`src/rtl/binary_to_bcd_converter.sv`:
```
// binary_to_bcd_converter: sequential double-dabble converter, one shift per clock, start/done handshake
module binary_to_bcd_converter #(
   parameter int WIDTH  = 8,
   parameter int DIGITS = 3
) (
   input  logic                  clock,
   input  logic                  reset_N,
   input  logic                  start,
   input  logic [WIDTH-1:0]      bin,
   output logic                  busy,
   output logic                  done,
   output logic [4*DIGITS-1:0]   bcd_out,
   output logic                  overflow
);
   localparam int CW = $clog2(WIDTH + 1);
   localparam int AW = 4 * DIGITS;
   typedef enum logic [1:0] {IDLE, SHIFT, DONE} state_t;
   state_t state, state_nx;
   logic [WIDTH-1:0] sr;
   logic [AW-1:0] acc, adj;
   logic [CW-1:0] cnt;
   logic sticky;
   logic [AW+WIDTH:0] sh;
   logic accept, last;
   assign accept = start && state != SHIFT;
   assign last   = state == SHIFT && cnt == CW'(1);
   always_comb begin
      adj = acc;
      for (int i = 0; i < DIGITS; i++)
         adj[4*i +: 4] = acc[4*i +: 4] >= 4'd5 ? acc[4*i +: 4] + 4'd3 : acc[4*i +: 4];
   end
   // sh[AW+WIDTH] is the bit leaving the top digit; it feeds the sticky overflow
   assign sh = {adj, sr, 1'b0};
   always_ff @(posedge clock or negedge reset_N)
      if (!reset_N) state <= IDLE;
      else          state <= state_nx;
   always_comb begin
      state_nx = state;
      case (state)
         IDLE:    state_nx = start ? SHIFT : IDLE;
         SHIFT:   state_nx = last ? DONE : SHIFT;
         DONE:    state_nx = start ? SHIFT : IDLE;
         default: state_nx = IDLE;
      endcase
   end
   always_comb begin
      busy = state == SHIFT;
      done = state == DONE;
   end
   always_ff @(posedge clock or negedge reset_N)
      if (!reset_N) begin
         sr       <= '0;
         acc      <= '0;
         cnt      <= '0;
         sticky   <= 1'b0;
         bcd_out  <= '0;
         overflow <= 1'b0;
      end else if (accept) begin
         sr     <= bin;
         acc    <= '0;
         cnt    <= CW'(WIDTH);
         sticky <= 1'b0;
      end else if (state == SHIFT) begin
         sr     <= sh[WIDTH-1:0];
         acc    <= sh[AW+WIDTH-1 -: AW];
         cnt    <= cnt - CW'(1);
         sticky <= sticky | sh[AW+WIDTH];
         if (last) begin
            bcd_out  <= sh[AW+WIDTH-1 -: AW];
            overflow <= sticky | sh[AW+WIDTH];
         end
      end
endmodule

```
`config.mk`:
```
export PLATFORM = sky130hd
export DESIGN_NAME = binary_to_bcd_converter
export DESIGN_NICKNAME = d
export VERILOG_FILES = /design/src/rtl/binary_to_bcd_converter.sv
export SDC_FILE = /design/constraint.sdc
export NUM_CORES = 1
export LEC_CHECK = 0
export ABC_AREA = 1
export BUFFER_PORTS_ARGS = -buffer_cell sky130_fd_sc_hd__buf_2
export CAP_MARGIN = 10
export CORE_MARGIN = 5
export CORE_UTILIZATION = 54
export CTS_BUF_LIST = sky130_fd_sc_hd__clkbuf_8
export DETAILED_ROUTE_END_ITERATION = 12
export PLACE_DENSITY = 0.76
export SYNTH_ARGS = -nofsm -noshare
export SYNTH_HDL_FRONTEND = slang
export SYNTH_SLANG_ARGS = --single-unit
```
`constraint.sdc`:
```
create_clock -name clock -period 1.5 [get_ports clock]
set_input_delay 0.15 -clock clock [delete_from_list [all_inputs] [get_ports clock]]
set_output_delay 0.15 -clock clock [all_outputs]
set_load 0.02 [all_outputs]
```
==> results of run 1 <==
==> final timing paths <==
path	startpoint	end	slack [ns]	cells after the start
hold / removal	bin[2]	sr[2]	0.06	3
hold reg to reg	cnt[2]	cnt[2]	0.48	1
setup / recovery	state[1]	busy	0.12	4
min in group asynchronous	reset_N	sr[0]	0.33	2
setup reg to reg	acc[4]	acc[5]	0.13	8
max in group asynchronous	reset_N	acc[10]	0.66	3
==> worst max-delay path, cell delays in order (launching register included) <==
cell and delay, ns:
dfrtp_1 0.37, inv_1 0.10, nand2_4 0.15, inv_2 0.13, buf_2 0.17
==> layout by cell type, fill, tap and decap left out, drive strengths merged <==
| master | count |
|---|---|
| a21boi | 1 |
| a21oi | 3 |
| buf | 33 |
| clkbuf | 6 |
| clkinv | 2 |
| dfrtp | 40 |
| dlygate4sd3 | 1 |
| ha | 8 |
| inv | 35 |
| nand2 | 74 |
| nand3 | 24 |
| nand4 | 1 |
| nor2 | 3 |
| o211ai | 4 |
| o21ai | 19 |
| o221ai | 5 |
| o22ai | 5 |
==> state kept, by name, summed over array words and instances (netlist names) <==
signal,count
sticky,1
state,2
acc,12
sr,8
overflow,1
cnt,4
bcd_out,12
==> cell families (layout without fill, tap and decap cells) <==
group,count (synthesis),after routing
AO/OA/AOI/OAI,37,37
adder cells (fa/ha/maj),8,8
flip-flops,40,40
buffers and inverters,40,77
AND/OR/NAND/NOR,102,102
==> through the flow <==
step | worst slack (ns) | power (W) | hold slack (ns)
after floorplan | 0.279 | 0.00357 | -0.146
after global placement | 0.157 | 0.00411 | 0.118
after detailed placement | 0.148 | 0.00419 | 0.119
after CTS | 0.0482 | 0.00497 | 0.0424
after global routing | 0.00133 | 0.00548 | 0.0478
final | 0.125 | 0.00501 | 0.0612
==> routing by layer <==
layer	track usage, %	vias up	part of all wire, %
li1	-	804	-
met1	22.4	726	47
met2	27.3	38	46
met3	6.67	2	6.6
met4	5.11	0	0.23
met5	0	-	0
==> final cells by class <==
cell class / count / area share, %
clock inverter: 2 / 0.445
inverter: 35 / 5.84
sequential: 40 / 44.6
timing repair buffer: 34 / 8.68
clock buffer: 6 / 3.67
multi-input combinational: 147 / 34.2
tap: 46 / 2.56
==> timing repair <==
action,4_1_cts,5_1_grt
hold buffers,1,0
buffers inserted,0,2
resized for setup,0,5
setup endpoints to repair,0,16
endpoints found under the hold margin,18,0
==> power groups by stage <==
stage / Sequential [W] / Combinational, W / Clock, W
6_report: 0.00187 / 0.00240 / 0.000736
3_5_place_dp: 0.00188 / 0.00231 / 0
3_3_place_gp: 0.00186 / 0.00225 / 0
4_1_cts: 0.00186 / 0.00233 / 0.000770
2_1_floorplan: 0.00202 / 0.00155 / 0
5_1_grt: 0.00194 / 0.00273 / 0.000810
==> out/qor.yml, run 1 <==
synth:
  seq_area_frac_synth_pct: 51.8
  synth-async-reset-ratio_pct: 100
  syn_nets: 246
  post-synth-top-count-cell: "nand2_1"
  yosysWarnings: 0
  synth-simple-area-share_pct: 22.4
  yosys.area_share.adder_pct: 5.18
  netlist_area_um2: 1930
  synth_area_leader_cell: "dfrtp_1"
  synth_xor_area_share_pct: 0
  synth_top_family_by_area: "simple AND/OR/NAND/NOR gates"
  synth_cell_types: 22
  synth-seq-cells: 40
  synthCells: 227
  syn_avg_cell_area_um2: 8.50
  synth_edf_count: 0
  synth.area.mux_share_pct: 0
  synth-main-ff-cell: "dfrtp_1"
  yosysTopAreaCellShare_pct: 51.8
  synth_commonest_cells: "nand2_1, dfrtp_1, inv_1, nand3_1, o21ai_0"
  synth_compound_gate_area_share_pct: 11.7
  ys_top_cells_by_area: "dfrtp_1, nand2_1, nand3_1, inv_1, ha_1"
run:
  max_cap_violations: 0
clock_network:
  cts_max_path_buffers: 2
  cts_tree: "done"
  tritoncts.num_buffers: 5
  cts-root-buf: "clkbuf_8"
  clk_latency_ns: 0.29
  htree_levels: 2
  clkTransAtPathRegs_ns: 0.07
  clock_sinks: 40
critical_path:
  required_ns: 1.35
  critPathLaunchType: "flip-flop"
  crit_path_max_fanout: 17
  cp-end-kind: "output pin"
  worstPathArrival_ns: 1.23
  critPathKind: "reg -> out"
global_routing:
  antenna_found_initial: 0
  grt_overflow: 0
  grtUsageTotal_pct: 17.4
  grt_max_degree: 21
  grt_pass1_wl_mm: 6.76
  grt_pass1_vias: 1469
cells_and_area:
  final_cells: 310
  final_area_um2: 2250
  nNetsFinal: 282
  drive_gt1_share_pct: 20.1
  fill_cells: 290
  multiInputGateArea_um2: 769
  final_util_pct: 66.3
  seqCellArea_um2: 1000
  area_growth_pct: 16.5
  antenna_cells: 0
power_and_ir_drop:
  seqPwrFrac_pct: 37.4
  clkPwrFrac_pct: 14.7
  power_frac_comb_pct: 47.9
  p_leak_nw: 1.21
  p_sw_share_pct: 44.2
  p_int_w: 0.00279
  power-per-cell-area_nw_per_um2: 2230
  ir_worst_vdd_mv: 0.980
  switching_power_w: 0.00221
timing:
  finalCritPeriodShare_pct: 91.7
  hold_viol_final: 0
  drv_slew: 0
  period_needed_ns: 1.38
  setup_violations: 0
  slew_headroom_pct: 70.7
  clock_skew_ns: 0.00250
  max_freq_mhz: 727
  tns_ns: 0
  rsz0062_at_grt: "false"
  tightest_slew_ns: 0.439
detailed_routing:
  post_drt_wl_per_cell_um: 12.6
  first_pass_iters: 4
  viasPerCell: 5.06
  drc: 0
  drt-initial-drc-count: 84
  ant_nets: 0
  dr_total_vias: 1570
  drt_wl_total_mm: 3.92
floorplanning:
  rows: 21
  die_area_um2: 4870
  start_util_pct: 57.0
  core_um2: 3390
  ios: 26
  die_w_um: 69.8
  die_height_um: 69.8
min_path:
  hold_class: "in -> reg"
place:
  hpwl_mm: 2.70
  place_area_um2: 2120
  gp_congestion: 0.849
  io_buffer_count: 25
  place_inst: 299
outcome:
  status: "complete, no violations"
Power figures use the tool's default switching activity.
==> inputs of run 2 (changes only) <==
PLACE_DENSITY = 0.73   (was 0.76)
==> run 2 against run 1 <==
Compared with the run above: sequential cell count unchanged; cell count up 1.3%; cell area grew 2.7%; critical path type is now reg -> reg; critical endpoint is now bcd_out[5]; highest routed layer unchanged.
==> out/qor.yml, run 2 (synthesized netlist as in run 1, its figures left out) <==
clock_network:
  tritoncts.num_buffers: 5  # unchanged
  clkTransAtPathRegs_ns: 0.08  # about the same
  clock_sinks: 40  # unchanged
  clk_latency_ns: 0.28  # about the same
  cts_max_path_buffers: 2  # unchanged
  cts_tree: "done"
  htree_levels: 2  # unchanged
  cts-root-buf: "clkbuf_8"
global_routing:
  grt_pass1_wl_mm: 6.74  # -0.21%
  grt_pass1_vias: 1484  # +1.0%
  grt_max_degree: 22  # +4.8%
  antenna_found_initial: 0  # unchanged
  grt_overflow: 0  # unchanged
  grtUsageTotal_pct: 17.0  # -0.47 points
floorplanning:
  die_area_um2: 4870  # unchanged
  die_w_um: 69.8  # unchanged
  die_height_um: 69.8  # unchanged
  core_um2: 3390  # unchanged
  rows: 21  # unchanged
  start_util_pct: 57.0  # unchanged
  ios: 26  # unchanged
cells_and_area:
  final_util_pct: 68.1  # +1.8 points
  final_area_um2: 2310  # +2.7%
  fill_cells: 279  # -3.8%
  final_common_cell: "nand2_1"
  drive_gt1_share_pct: 21.6  # +1.6 points
  area_growth_pct: 19.6
  top_regs: "acc x12, bcd_out x12, sr x8"
  layout_common_cells: "nand2_1, dfrtp_1, inv_1"
  antenna_cells: 0  # unchanged
  nNetsFinal: 287  # +1.8%
  final_cells: 314  # +1.3%
critical_path:
  crit_family: "flip-flops"
  critPathLaunchType: "flip-flop"
  crit_slowest_cell: "dfrtp_1"
  slowest_delay_ns: 0.41  # +0.04 ns
  worstPathArrival_ns: 1.54  # +0.31 ns
  crit_path_max_fanout: 4  # -13
  cp_cell_sequence: "inv_1 > ha_1 > inv_1 > o21ai_2 > nand3_1 > nand3_1 > nand2_1"
  cp-end-kind: "flip-flop"
  timing.critical_path.buf_inv: 2  # -1
  required_ns: 1.67  # +0.32 ns
  critPathKind: "reg -> reg"
  rrSetupSlack_ns: 0.13  # about the same
detailed_routing:
  first_pass_iters: 4  # unchanged
  post_drt_wl_per_cell_um: 12.7  # +0.52%
  drc: 0  # unchanged
  drt_wl_total_mm: 3.99  # +1.8%
  viasPerCell: 5.18  # +2.3%
  drt-initial-drc-count: 165  # +96%
  ant_nets: 0  # unchanged
  dr_total_vias: 1627  # +3.6%
timing:
  setup_violations: 0  # unchanged
  period_needed_ns: 1.37  # -0.00292 ns
  clock_skew_ns: 0.00779  # +0.00529 ns
  hold_viol_final: 0  # unchanged
  max_freq_mhz: 729  # +0.21%
  tns_ns: 0  # unchanged
  rsz0062_at_grt: "false"
  finalCritPeriodShare_pct: 91.5  # -0.19 points
  drv_slew: 0  # unchanged
  tightest_slew_ns: 0.482  # +0.0428 ns
  slew_headroom_pct: 67.8  # -2.9 points
  hold_slack_ns: 0.0789  # +0.0177 ns
power_and_ir_drop:
  ir_worst_vdd_mv: 0.989  # +0.84%
  power-per-cell-area_nw_per_um2: 2250  # +0.91%
  p_leak_nw: 1.24  # +2.1%
place:
  place_area_um2: 2120  # -0.12%
  gp_congestion: 0.821  # -3.3%
  io_buffer_count: 25  # unchanged
  hpwl_mm: 2.71  # +0.17%
  place_inst: 297  # -0.67%
min_path:
  hold_class: "in -> reg"
run:
  max_cap_violations: 0  # unchanged
outcome:
  status: "complete, no violations"
==> run 2: area by class of cell <==
class                   instances  area [µm²]  area share (%)
inverters                      35         135            5.85
repair buffers                 39         245            10.6
clock buffers                   7        96.3            4.17
flip-flops and latches         40        1000            43.4
well taps                      46        57.6            2.49
multi-input cells             147         772            33.4
==> run 2: metal layers <==
layer  global-route usage (%)  vias to the layer above  part of all wire, %
met1                     22.2                      759                   45
met3                     4.20                        2                  4.9
met5                        0                        -                    0
li1                         -                      822                    -
met2                     28.2                       44                   49
met4                     4.04                        0                 0.48
==> run 2: report_power, final <==
group | internal (W) | total (W) | switching (W)
clock network | 0.000409 | 0.000746 | 0.000337
logic | 0.000973 | 0.00256 | 0.00158
registers | 0.00157 | 0.00188 | 0.000314
==> run 2: repair_timing <==
action                     in CTS  in global routing
pin swaps                       0                  1
hold buffers                    1                  0
resized for setup               1                  5
setup endpoints to repair       1                 14
setup buffers                   2                  7
hold endpoints to repair       19                  0
==> run 2: tightest hold or removal path, cell delays in order <==
cell	delay [ns]
buf_2	0.07
nand2_1	0.04
o21ai_0	0.06
==> run 2: per-stage QoR <==
stage / power [W] / setup WS [ns]
floorplan: 0.00357 / 0.279
global placement: 0.00410 / 0.163
detailed placement: 0.00418 / 0.119
CTS: 0.00502 / 0.0298
global route: 0.00567 / 0.0142
finish: 0.00519 / 0.128
==> run 2: path summary, 6_finish.rpt <==
kind                              end       start  cells past startpoint
min in group asynchronous  bcd_out[3]     reset_N                      2
hold reg to reg            bcd_out[1]  bcd_out[1]                      2
setup reg to reg           bcd_out[5]      acc[5]                      7
setup / recovery           bcd_out[5]      acc[5]                      7
hold / removal                  sr[0]      bin[0]                      3
max in group asynchronous       sr[4]     reset_N                      3
==> inputs of run 3 (changes only) <==
CTS_BUF_LIST = sky130_fd_sc_hd__clkbuf_16   (was sky130_fd_sc_hd__clkbuf_8)
==> run 3 against run 2 <==
Compared with the run above: clock skew fell by 0.0040 ns; cell count fell by 2.2%; global-route usage barely moved; via count fell by 3.7%; combinational power fell by 8.2%; highest routed layer unchanged.
==> out/qor.yml, run 3 (synthesized netlist as in run 1, its figures left out) <==
outcome:
  status: "complete, no violations"
clock_network:
  htree_levels: 2  # unchanged
  clock_sinks: 40  # unchanged
  cts_max_path_buffers: 2  # unchanged
  cts_tree: "done"
  clkTransAtPathRegs_ns: 0.06  # -0.02 ns
  tritoncts.num_buffers: 5  # unchanged
  clk_latency_ns: 0.28  # about the same
  cts-root-buf: "clkbuf_16"
critical_path:
  path_common_cell: "nand2_1"
  worstPathArrival_ns: 1.56  # +0.02 ns
  timing.critical_path.buf_inv: 2  # unchanged
  critPathKind: "reg -> reg"
  r2r_cells: 8  # +1
  cp-end-kind: "flip-flop"
  crit_path_max_fanout: 6  # +2
  cp_cell_sequence: "inv_1 > ha_1 > inv_1 > o21ai_2 > nand2_1 > nand2_1 > nand3_1 > nand2_1"
  r2r_start: "acc[4]"
  rrSetupSlack_ns: 0.16  # +0.03 ns
  crit_slowest_cell: "dfrtp_1"
  slowest_delay_ns: 0.43  # +0.02 ns
  r2r_end: "bcd_out[5]"
  crit_family: "flip-flops"
  required_ns: 1.72  # +0.05 ns
  critPathLaunchType: "flip-flop"
place:
  place_inst: 297  # unchanged
  gp_congestion: 0.821  # unchanged
  hpwl_mm: 2.71  # unchanged
  io_buffer_count: 25  # unchanged
global_routing:
  grt_pass1_wl_mm: 6.61  # -1.9%
  grt_max_degree: 22  # unchanged
  antenna_found_initial: 0  # unchanged
  grt_pass1_vias: 1481  # -0.20%
  grt_overflow: 0  # unchanged
  grtUsageTotal_pct: 16.9  # -0.030 points
timing:
  tns_ns: 0  # unchanged
  hold_viol_final: 0  # unchanged
  slew_headroom_pct: 68.2  # +0.36 points
  rsz0062_at_grt: "false"
  max_freq_mhz: 744  # +2.1%
  clock_skew_ns: 0.00379  # -0.00399 ns
  drv_slew: 0  # unchanged
  setup_violations: 0  # unchanged
  period_needed_ns: 1.34  # -0.0281 ns
  finalCritPeriodShare_pct: 89.6  # -1.9 points
  tightest_slew_ns: 0.477  # -0.00537 ns
power_and_ir_drop:
  ir_worst_vdd_mv: 1.09  # +11%
  p_leak_nw: 1.22  # -1.5%
  power-per-cell-area_nw_per_um2: 2280  # +1.5%
detailed_routing:
  first_pass_iters: 4  # unchanged
  drt_wl_total_mm: 3.83  # -3.9%
  dr_total_vias: 1566  # -3.7%
  ant_nets: 0  # unchanged
  drt-initial-drc-count: 120  # -27%
  viasPerCell: 5.10  # -1.6%
  post_drt_wl_per_cell_um: 12.5  # -1.7%
  drc: 0  # unchanged
floorplanning:
  rows: 21  # unchanged
  ios: 26  # unchanged
  start_util_pct: 57.0  # unchanged
  die_area_um2: 4870  # unchanged
  die_height_um: 69.8  # unchanged
  die_w_um: 69.8  # unchanged
  core_um2: 3390  # unchanged
cells_and_area:
  top_regs: "acc x12, bcd_out x12, sr x8"
  drive_gt1_share_pct: 17.6  # -4.0 points
  area_growth_pct: 18.4
  layout_common_cells: "nand2_1, dfrtp_1, inv_1"
  final_common_cell: "nand2_1"
  antenna_cells: 0  # unchanged
  final_cells: 307  # -2.2%
  nNetsFinal: 280  # -2.4%
  fill_cells: 275  # -1.4%
min_path:
  holdPathStages: 3  # unchanged
  holdPathEnd: "sr[2]"
  hold_class: "in -> reg"
  hold_start: "bin[2]"
run:
  max_cap_violations: 0  # unchanged
==> run 3: cell type report <==
type                       instances  area [µm²]  area share [%]
clock inverter                     2        7.51           0.328
timing repair buffer              32         193            8.43
tap                               46        57.6            2.52
clock buffer                       5         125            5.47
sequential                        40        1000            43.8
inverter                          35         135            5.91
multi-input combinational        147         767            33.6
==> run 3: how the worst max path moves through the flow <==
stage                       from    endpoint  slack [ns]  depth (start not counted)
final                     acc[4]  bcd_out[5]        0.16                          8
after CTS                 acc[5]  bcd_out[5]         0.1                          8
after detailed placement  acc[4]  bcd_out[5]        0.12                          8
after global placement    acc[0]  bcd_out[2]        0.16                          8
after floorplan           acc[0]      acc[1]        0.28                          8
after global routing      acc[5]  bcd_out[6]       0.006                          8
==> run 3: metrics by stage <==
step / cell area [µm²] / hold WS [ns] / power (W) / setup WS, ns / utilization, %
after floorplan: 1930 / -0.146 / 0.00357 / 0.279 / -
after global placement: 2120 / 0.134 / 0.00410 / 0.163 / 62.5
after detailed placement: 2120 / 0.130 / 0.00418 / 0.119 / 62.5
after CTS: 2280 / 0.0728 / 0.00524 / 0.0969 / 67.2
after global routing: 2290 / 0.0906 / 0.00570 / 0.00611 / 67.4
final: 2290 / 0.0796 / 0.00521 / 0.156 / 67.4
==> run 3: timing repair <==
item | CTS | global route
endpoints found under the hold margin | 19 | 0
pin swaps | 1 | 1
hold buffers | 1 | 0
resized for setup | 1 | 2
endpoints found under the setup margin | 1 | 9
setup buffers | 2 | 0
==> run 3: worst reg2reg max path: cells and delay by family, from the launching register on <==
family | cells | cell delay [ns]
buf+inv | 2 | 0.16
fa+ha+maj | 1 | 0.18
simple gates | 4 | 0.36
compound gates | 1 | 0.15
flops | 1 | 0.43
==> run 3: power by group <==
part / switching [W] / internal (W) / total (W)
clock network: 0.000385 / 0.000594 / 0.000980
logic: 0.00151 / 0.000846 / 0.00235
registers: 0.000311 / 0.00157 / 0.00188
==> run 3: per-layer routing <==
layer | routed length, µm | vias to the layer above | global-route usage (%) | part of all wire, %
li1 | - | 802 | - | -
met1 | 1770 | 725 | 21.7 | 46
met2 | 1800 | 35 | 27.4 | 47
met3 | 233 | 4 | 5.51 | 6.1
met4 | 31 | 0 | 4.89 | 0.81
met5 | 0 | - | 0 | 0
